**config.mk**
```make
export PLATFORM = sky130hd
export DESIGN_NAME = sub_nibble_rx
export DESIGN_NICKNAME = d
export VERILOG_FILES = /design/src/rtl/sub_nibble_rx.sv
export SDC_FILE = /design/constraint.sdc
export NUM_CORES = 1
export LEC_CHECK = 0
export ABC_AREA = 1
export CORE_UTILIZATION = 50
export DETAILED_ROUTE_END_ITERATION = 7
export DONT_BUFFER_PORTS = 1
export PLACE_DENSITY = 0.71
export SYNTH_ARGS = -nofsm -noshare
export SYNTH_HDL_FRONTEND = slang
export SYNTH_SLANG_ARGS = --single-unit
```
**constraint.sdc**
```tcl
create_clock -name clk -period 3.1 [get_ports clk]
set_input_delay 0.62 -clock clk [delete_from_list [all_inputs] [get_ports clk]]
set_output_delay 0.62 -clock clk [all_outputs]
set_load 0.1 [all_outputs]
```
**src/rtl/sub_nibble_rx.sv**
```systemverilog
// Nibble-stream receiver: assembles Sub nibbles into 16-bit words, buffers
// them in a first-word-fall-through FIFO and drives registered backpressure.
module sub_nibble_rx #(
  parameter int unsigned DEPTH   = 4,
  parameter int unsigned TIMEOUT = 15
) (
  input  logic        clk,
  input  logic        rst_n,
  input  logic        in_valid,
  input  logic [3:0]  in_nib,
  input  logic [2:0]  in_tag,
  input  logic        in_last,
  input  logic        in_err,
  output logic        in_hold,
  output logic        out_valid,
  input  logic        out_ready,
  output logic [15:0] out_word,
  output logic [2:0]  out_tag,
  output logic [2:0]  out_len,
  output logic        out_err,
  output logic [7:0]  drop_cnt
);

  localparam int unsigned AW = $clog2(DEPTH);
  localparam int unsigned EW = 23;

  typedef enum logic {IDLE, COLLECT} state_t;

  state_t      state, state_nxt;
  logic [15:0] acc_word, word_nxt;
  logic [2:0]  acc_tag, tag_nxt;
  logic [2:0]  acc_len, len_nxt;
  logic        acc_err, err_nxt;
  logic [7:0]  gap, gap_nxt;
  logic        push;

  logic [EW-1:0] mem [DEPTH];
  logic [EW-1:0] last_q, head;
  logic [AW-1:0] wr_ptr, rd_ptr;
  logic [AW:0]   count, count_nxt;
  logic          full, pop, wr_en, drop;

  // Next-state and word assembly; push fires on the edge sampling the completing nibble
  always_comb begin
    state_nxt = state;
    word_nxt  = acc_word;
    tag_nxt   = acc_tag;
    len_nxt   = acc_len;
    err_nxt   = acc_err;
    gap_nxt   = gap;
    push      = 1'b0;
    unique case (state)
      IDLE: begin
        if (in_valid) begin
          word_nxt = {12'h000, in_nib};
          tag_nxt  = in_tag;
          len_nxt  = 3'd1;
          err_nxt  = in_err;
          gap_nxt  = '0;
          if (in_last) push = 1'b1;
          else         state_nxt = COLLECT;
        end
      end
      COLLECT: begin
        if (in_valid) begin
          case (acc_len[1:0])
            2'd1:    word_nxt[7:4]   = in_nib;
            2'd2:    word_nxt[11:8]  = in_nib;
            default: word_nxt[15:12] = in_nib;
          endcase
          len_nxt = acc_len + 3'd1;
          err_nxt = acc_err | in_err | (in_tag != acc_tag);
          gap_nxt = '0;
          if (in_last || len_nxt == 3'd4) begin
            push      = 1'b1;
            state_nxt = IDLE;
          end
        end else if (gap == 8'(TIMEOUT - 1)) begin
          push      = 1'b1;
          err_nxt   = 1'b1;
          gap_nxt   = '0;
          state_nxt = IDLE;
        end else begin
          gap_nxt = gap + 8'd1;
        end
      end
      default: state_nxt = IDLE;
    endcase
  end

  // FSM state register
  always_ff @(posedge clk or negedge rst_n) begin
    if (!rst_n) state <= IDLE;
    else        state <= state_nxt;
  end

  // Partial-word accumulator and idle-gap counter
  always_ff @(posedge clk or negedge rst_n) begin
    if (!rst_n) begin
      acc_word <= '0;
      acc_tag  <= '0;
      acc_len  <= '0;
      acc_err  <= 1'b0;
      gap      <= '0;
    end else begin
      acc_word <= word_nxt;
      acc_tag  <= tag_nxt;
      acc_len  <= len_nxt;
      acc_err  <= err_nxt;
      gap      <= gap_nxt;
    end
  end

  assign full      = (count == (AW+1)'(DEPTH));
  assign out_valid = (count != '0);
  assign pop       = out_valid && out_ready;
  assign wr_en     = push && (!full || pop);
  assign drop      = push && full && !pop;

  // Occupancy after this edge
  always_comb begin
    count_nxt = count;
    if (wr_en && !pop)      count_nxt = count + (AW+1)'(1);
    else if (!wr_en && pop) count_nxt = count - (AW+1)'(1);
  end

  // FIFO storage; entries are only read while occupied, so no reset needed
  always_ff @(posedge clk) begin
    if (wr_en) mem[wr_ptr] <= {word_nxt, tag_nxt, len_nxt, err_nxt};
  end

  // FIFO pointers, occupancy, last-popped entry, backpressure and drop counter
  always_ff @(posedge clk or negedge rst_n) begin
    if (!rst_n) begin
      wr_ptr   <= '0;
      rd_ptr   <= '0;
      count    <= '0;
      last_q   <= '0;
      in_hold  <= 1'b0;
      drop_cnt <= '0;
    end else begin
      if (wr_en) wr_ptr <= wr_ptr + AW'(1);
      if (pop) begin
        rd_ptr <= rd_ptr + AW'(1);
        last_q <= mem[rd_ptr];
      end
      count   <= count_nxt;
      in_hold <= (count_nxt >= (AW+1)'(DEPTH - 1));
      if (drop && drop_cnt != 8'hFF) drop_cnt <= drop_cnt + 8'd1;
    end
  end

  // When empty, the outputs hold the most recently popped entry
  assign head = out_valid ? mem[rd_ptr] : last_q;
  assign {out_word, out_tag, out_len, out_err} = head;

endmodule

```
After elaboration in Yosys (flattened, before gate mapping)
Memories as Yosys holds them, arrays and structs flattened.
Cells that the tools add are included.
- flip-flop bits (word level): 71
- RAM bits: 92
- input port bits: 13
- output and inout port bits: 33
- logic and storage cells: 83
- memories kept: 1
- memory list (memory ; words ; bits a word ; read ports ; clocked after Yosys merged registers in ; write ports ; RTL line ; text):
    mem ; 4 ; 23 ; 1 ; 0 ; 1 ; 37 ; logic [EW-1:0] mem [DEPTH];
- add/subtract/negate cells: 7
- $lt $le $gt $ge: 1
- eq/ne operators: 8
- muxes and demuxes: 37
- bitwise gates (word level): 3
- reductions and logical operators: 14
- operators by type and width (operator ; count):
    2-to-1 mux 8 bit ; 3
    one-hot mux 12 bit (2 select lines) ; 1
    2-to-1 mux 23 bit ; 1
    2-to-1 mux 3 bit ; 6
    adder 8 x 1 -> 8 bit (second input constant) ; 2
    2-to-1 mux 16 bit ; 1
    2-to-1 mux 4 bit ; 4
    one-hot mux 8 bit (2 select lines) ; 1
    2-to-1 mux 1 bit ; 15
    2-to-1 mux 12 bit ; 1
    == test 8 x 4 -> 1 bit (second input constant) ; 1
    != test 8 bit (second input constant) ; 1
    logical AND 1 bit ; 7
    adder 3 x 1 -> 3 bit (second input constant) ; 2
    == test 3 bit (second input constant) ; 2
    one-hot mux 1 bit (2 select lines) ; 3
    one-hot mux 3 bit (2 select lines) ; 1
    adder 2 x 1 -> 2 bit (second input constant) ; 2
    >= comparator 3 x 2 -> 1 bit (second input constant) ; 1
    zero test 1 bit ; 3
    != test 3 bit ; 1
    nonzero test 3 bit ; 1
    subtractor 3 x 1 -> 3 bit (second input constant) ; 1
    == test 2 x 1 -> 1 bit (second input constant) ; 1
    other kinds (6) ; 8

Depth between registers and ports, before layout
Gate-level depths: netlist of the first run.
- word-level depth: 12
- gate-level depth with buffers: 13

Worst setup path after synthesis of the first run
OpenSTA, ideal clock, no wires.
- kind: register to output
- start point: register rd_ptr[1]
- end point: output out_word[7]
- arrival: 3332 ps
- required time: 2480 ps
- slack: -852 ps
- stages on the path, launching flop included: 7
- buffers on the path: 2
- cells stage by stage: dfrtp_1 inv_1 clkbuf_1 clkbuf_1 a21oi_1 a32o_1 o21ai_0
- cells in the longest elaborated chain, start to end: 2
- RTL lines (item ; RTL line ; text):
    start: declaration ; 39 ; logic [AW-1:0] wr_ptr, rd_ptr;
    start signal: assignment ; 144 ; rd_ptr <= rd_ptr + AW'(1);
    memory (4 x 23 bit) ; n/a ;
    2-to-1 mux 23 bit ; 154 ; assign head = out_valid ? mem[rd_ptr] : last_q;
    end: declaration ; 17 ; output logic [15:0] out_word,
No other way between the ends.

Final worst setup path of the first run
- start point: register rd_ptr[0]
- end point: output out_len[1]
- cells in the longest elaborated chain, start to end: 2
- RTL lines (item ; RTL line ; text):
    memory (4 x 23 bit) ; n/a ;
    2-to-1 mux 23 bit ; 154 ;
    end: declaration ; 19 ; output logic [2:0] out_len,
No other way between the ends.

==> results.sh, run 1 <==
export IMPL_status="finished, final reports clean"
export IMPL_hold_viol_final=0
export IMPL_grt_max_degree=72
export IMPL_yosysSeqAreaShare=0.6610
export IMPL_slew_headroom=0.4275
export IMPL_fin_ws_ps=355.4
export IMPL_dp_hpwl_mm=8.903
export IMPL_syn_nets=639
export IMPL_rsz0062_at_grt="false"
export IMPL_synth_area_mm2=0.006868
export IMPL_cts_clk_slew_worst_paths_ps=60
export IMPL_netlist_area_leader_share=0.4023
export IMPL_num_rows=42
export IMPL_setup_violations=0
export IMPL_cts_hold_buffers=1
export IMPL_synthFlopType="edfxtp_1"
export IMPL_drtPass1Iterations=5
export IMPL_yosysTopAreaCell="edfxtp_1"
export IMPL_post_place_ws_ps=635.7
export IMPL_insertion_delay_ps=420
export IMPL_io_pins=46
export IMPL_critPathRequiredTime_ps=2480
export IMPL_final_util=0.6271
export IMPL_cp_arrival_ps=2120
export IMPL_synthTopCellsByCount="nand2_1, edfxtp_1, dfrtp_1"
export IMPL_reg2reg_depth=9
export IMPL_fmax_ghz=0.3643
export IMPL_min_path_type="in -> async"
export IMPL_maxCapViolations=0
export IMPL_avgRoutedWirePerCell_um=16.88
export IMPL_yosysMostFrequentCell="nand2_1"
export IMPL_postCtsSetupBuffers=0
export IMPL_fin_crit_sh=0.8854
export IMPL_via_per_inst=5.500
export IMPL_synthCells=611
export IMPL_finalMaxSlewViolations=0
export IMPL_syn_area_per_cell_um2=11.24
export IMPL_crit_path_end_kind="primary output"
export IMPL_gr_total_overflow=0
export IMPL_worst_pin_slew_ps=859.4
export IMPL_path_max_fanout=24
export IMPL_drcViolationCount=0
export IMPL_synth_cell_types=28
export IMPL_portBuffers=0
export IMPL_initial_core_util=0.5166
export IMPL_cts_root_buf="clkbuf_16"
export IMPL_clock_path_buffers=2
export IMPL_initialDrtViolationCount=310
export IMPL_cts_sinks=163
export IMPL_finalCriticalPeriod_ps=2745
export IMPL_area_growth_pct=21.41
export IMPL_antenna_diode_count=0
export IMPL_cts_buffers=17
export IMPL_coreArea_mm2=0.01330
export IMPL_synth_area_leaders="edfxtp_1, dfrtp_1, nand2_1"
export IMPL_cts_resized_gates=0
export IMPL_place_congestion=0.8562
export IMPL_timing_worst_setup_path_type="reg -> out"
export IMPL_ys_ff_latch=163
export IMPL_fin_nets=673
export IMPL_dieArea_mm2=0.01421
export IMPL_h_tree_depth=4
export IMPL_drive_above_1_share=0.1641
export IMPL_cts_tree="yes"
export IMPL_grt_pass1_vias=4445
export IMPL_die_w_um=119.2
export IMPL_fin_skew_ps=7.888
export IMPL_track_usage=0.2123
export IMPL_die_height_um=119.2
export IMPL_whs_ps=82.27
export IMPL_routed_wl_mm=14.08
export IMPL_ant_nets=0
export IMPL_synth_edf_count=92
export IMPL_vias=4587
export IMPL_yosysWarnings=0
export IMPL_grt_first_pass_wirelength_mm=22.60
export IMPL_synthArstFlopShare=0.4356
export IMPL_antenna_found_initial=0
export IMPL_startpoint_type="flip-flop"
## worst max-delay path, stage by stage (launching register included)
cell,delay [ps]
dfrtp_1,390
inv_2,340
buf_12,230
nand2_1,70
a32o_1,280
o21ai_2,190
buf_12,200
## sequential cells by signal (all words and copies together) (netlist names)
name and flops:
in_hold 1, acc_err 1, state 1, acc_tag 3, drop_cnt 8, last_q 23, wr_ptr 2, rd_ptr 2
count 3, acc_len 3, acc_word 16, mem 92, gap 8
## cell usage in the layout (no fill, tap or decap), types with 3 or more instances in the layout
cell type,synthesis,final
dfrtp_1,71,71
buf_4,0,17
clkbuf_1,19,6
mux2_2,5,5
o22ai_1,8,8
edfxtp_1,92,92
o21ai_2,0,23
nor3_1,4,4
xnor2_1,5,5
nand4_1,3,3
xor2_1,14,14
a32o_1,23,23
nand3_1,24,24
clkbuf_16,0,17
buf_12,0,25
nor2_2,1,5
nor2_1,19,14
o21ai_0,66,43
a21oi_1,23,23
nand2_1,164,164
ha_1,15,15
bufinv_16,0,4
inv_1,38,38
## routing by layer
| layer | up-vias | GRT usage | share of wire |
|---|---|---|---|
| li1 | 2189 | - | - |
| met1 | 2239 | 0.2764 | 0.44 |
| met2 | 139 | 0.3365 | 0.49 |
| met3 | 20 | 0.05029 | 0.056 |
| met4 | 0 | 0.1005 | 0.017 |
| met5 | - | 0 | 0 |
## final cells by class
cell class / instances / area, um^2
Multi-Input combinational cell: 381 / 2175
Clock buffer: 23 / 447.9
Timing Repair Buffer: 43 / 655.6
Tap cell: 176 / 220.2
Fill cell: 971 / 4957
Inverter: 39 / 146.4
Sequential cell: 163 / 4539
Clock inverter: 9 / 153.9
## cell families after synthesis
group / share of synthesized area
and+or+nand+nor: 0.1314
DFF: 0.6610
AOI/OAI and AO/OA: 0.1104
buffers and inverters: 0.03753
xor gates and xnor gates: 0.02423
adders and majority gates: 0.02733
muxes: 0.008198
## path summary, 6_finish.rpt
check,slack [ps],startpoint,to
max,360,rd_ptr[0]$_DFFE_PN0N_,out_len[1]
min,80,rst_n,last_q[19]$_DFFE_PN0N_
max reg2reg,640,gap[0]$_DFFE_PN0P_,mem[0][14]$_DFFE_PP_
min reg2reg,480,last_q[15]$_DFFE_PN0N_,last_q[15]$_DFFE_PN0N_
max in group asynchronous,2700,rst_n,acc_err$_DFF_PN0_
min in group clk,310,in_last,state$_DFF_PN0_
## per-stage QoR
step / setup TNS (ps) / area, um^2 / cells
6_report: 0 / 8338 / 834
5_1_grt: 0 / 8338 / 834
4_1_cts: 0 / 8338 / 834
3_5_place_dp: 0 / 7709 / 801
3_3_place_gp: 0 / 7709 / 801
2_1_floorplan: -95.82 / 6950 / 611
Power of run 1 is left out: the tool's default activity adds up to more than one toggle a clock period on the data nets, which glitch-free logic cannot reach.
==> inputs of run 2 (changes only) <==
Settings changed: SLEW_MARGIN set to 25.
==> results of run 2 <==
No change in the layout: final DEF, timing and power equal those of run 1.
Power of run 2 is left out for the same reason.
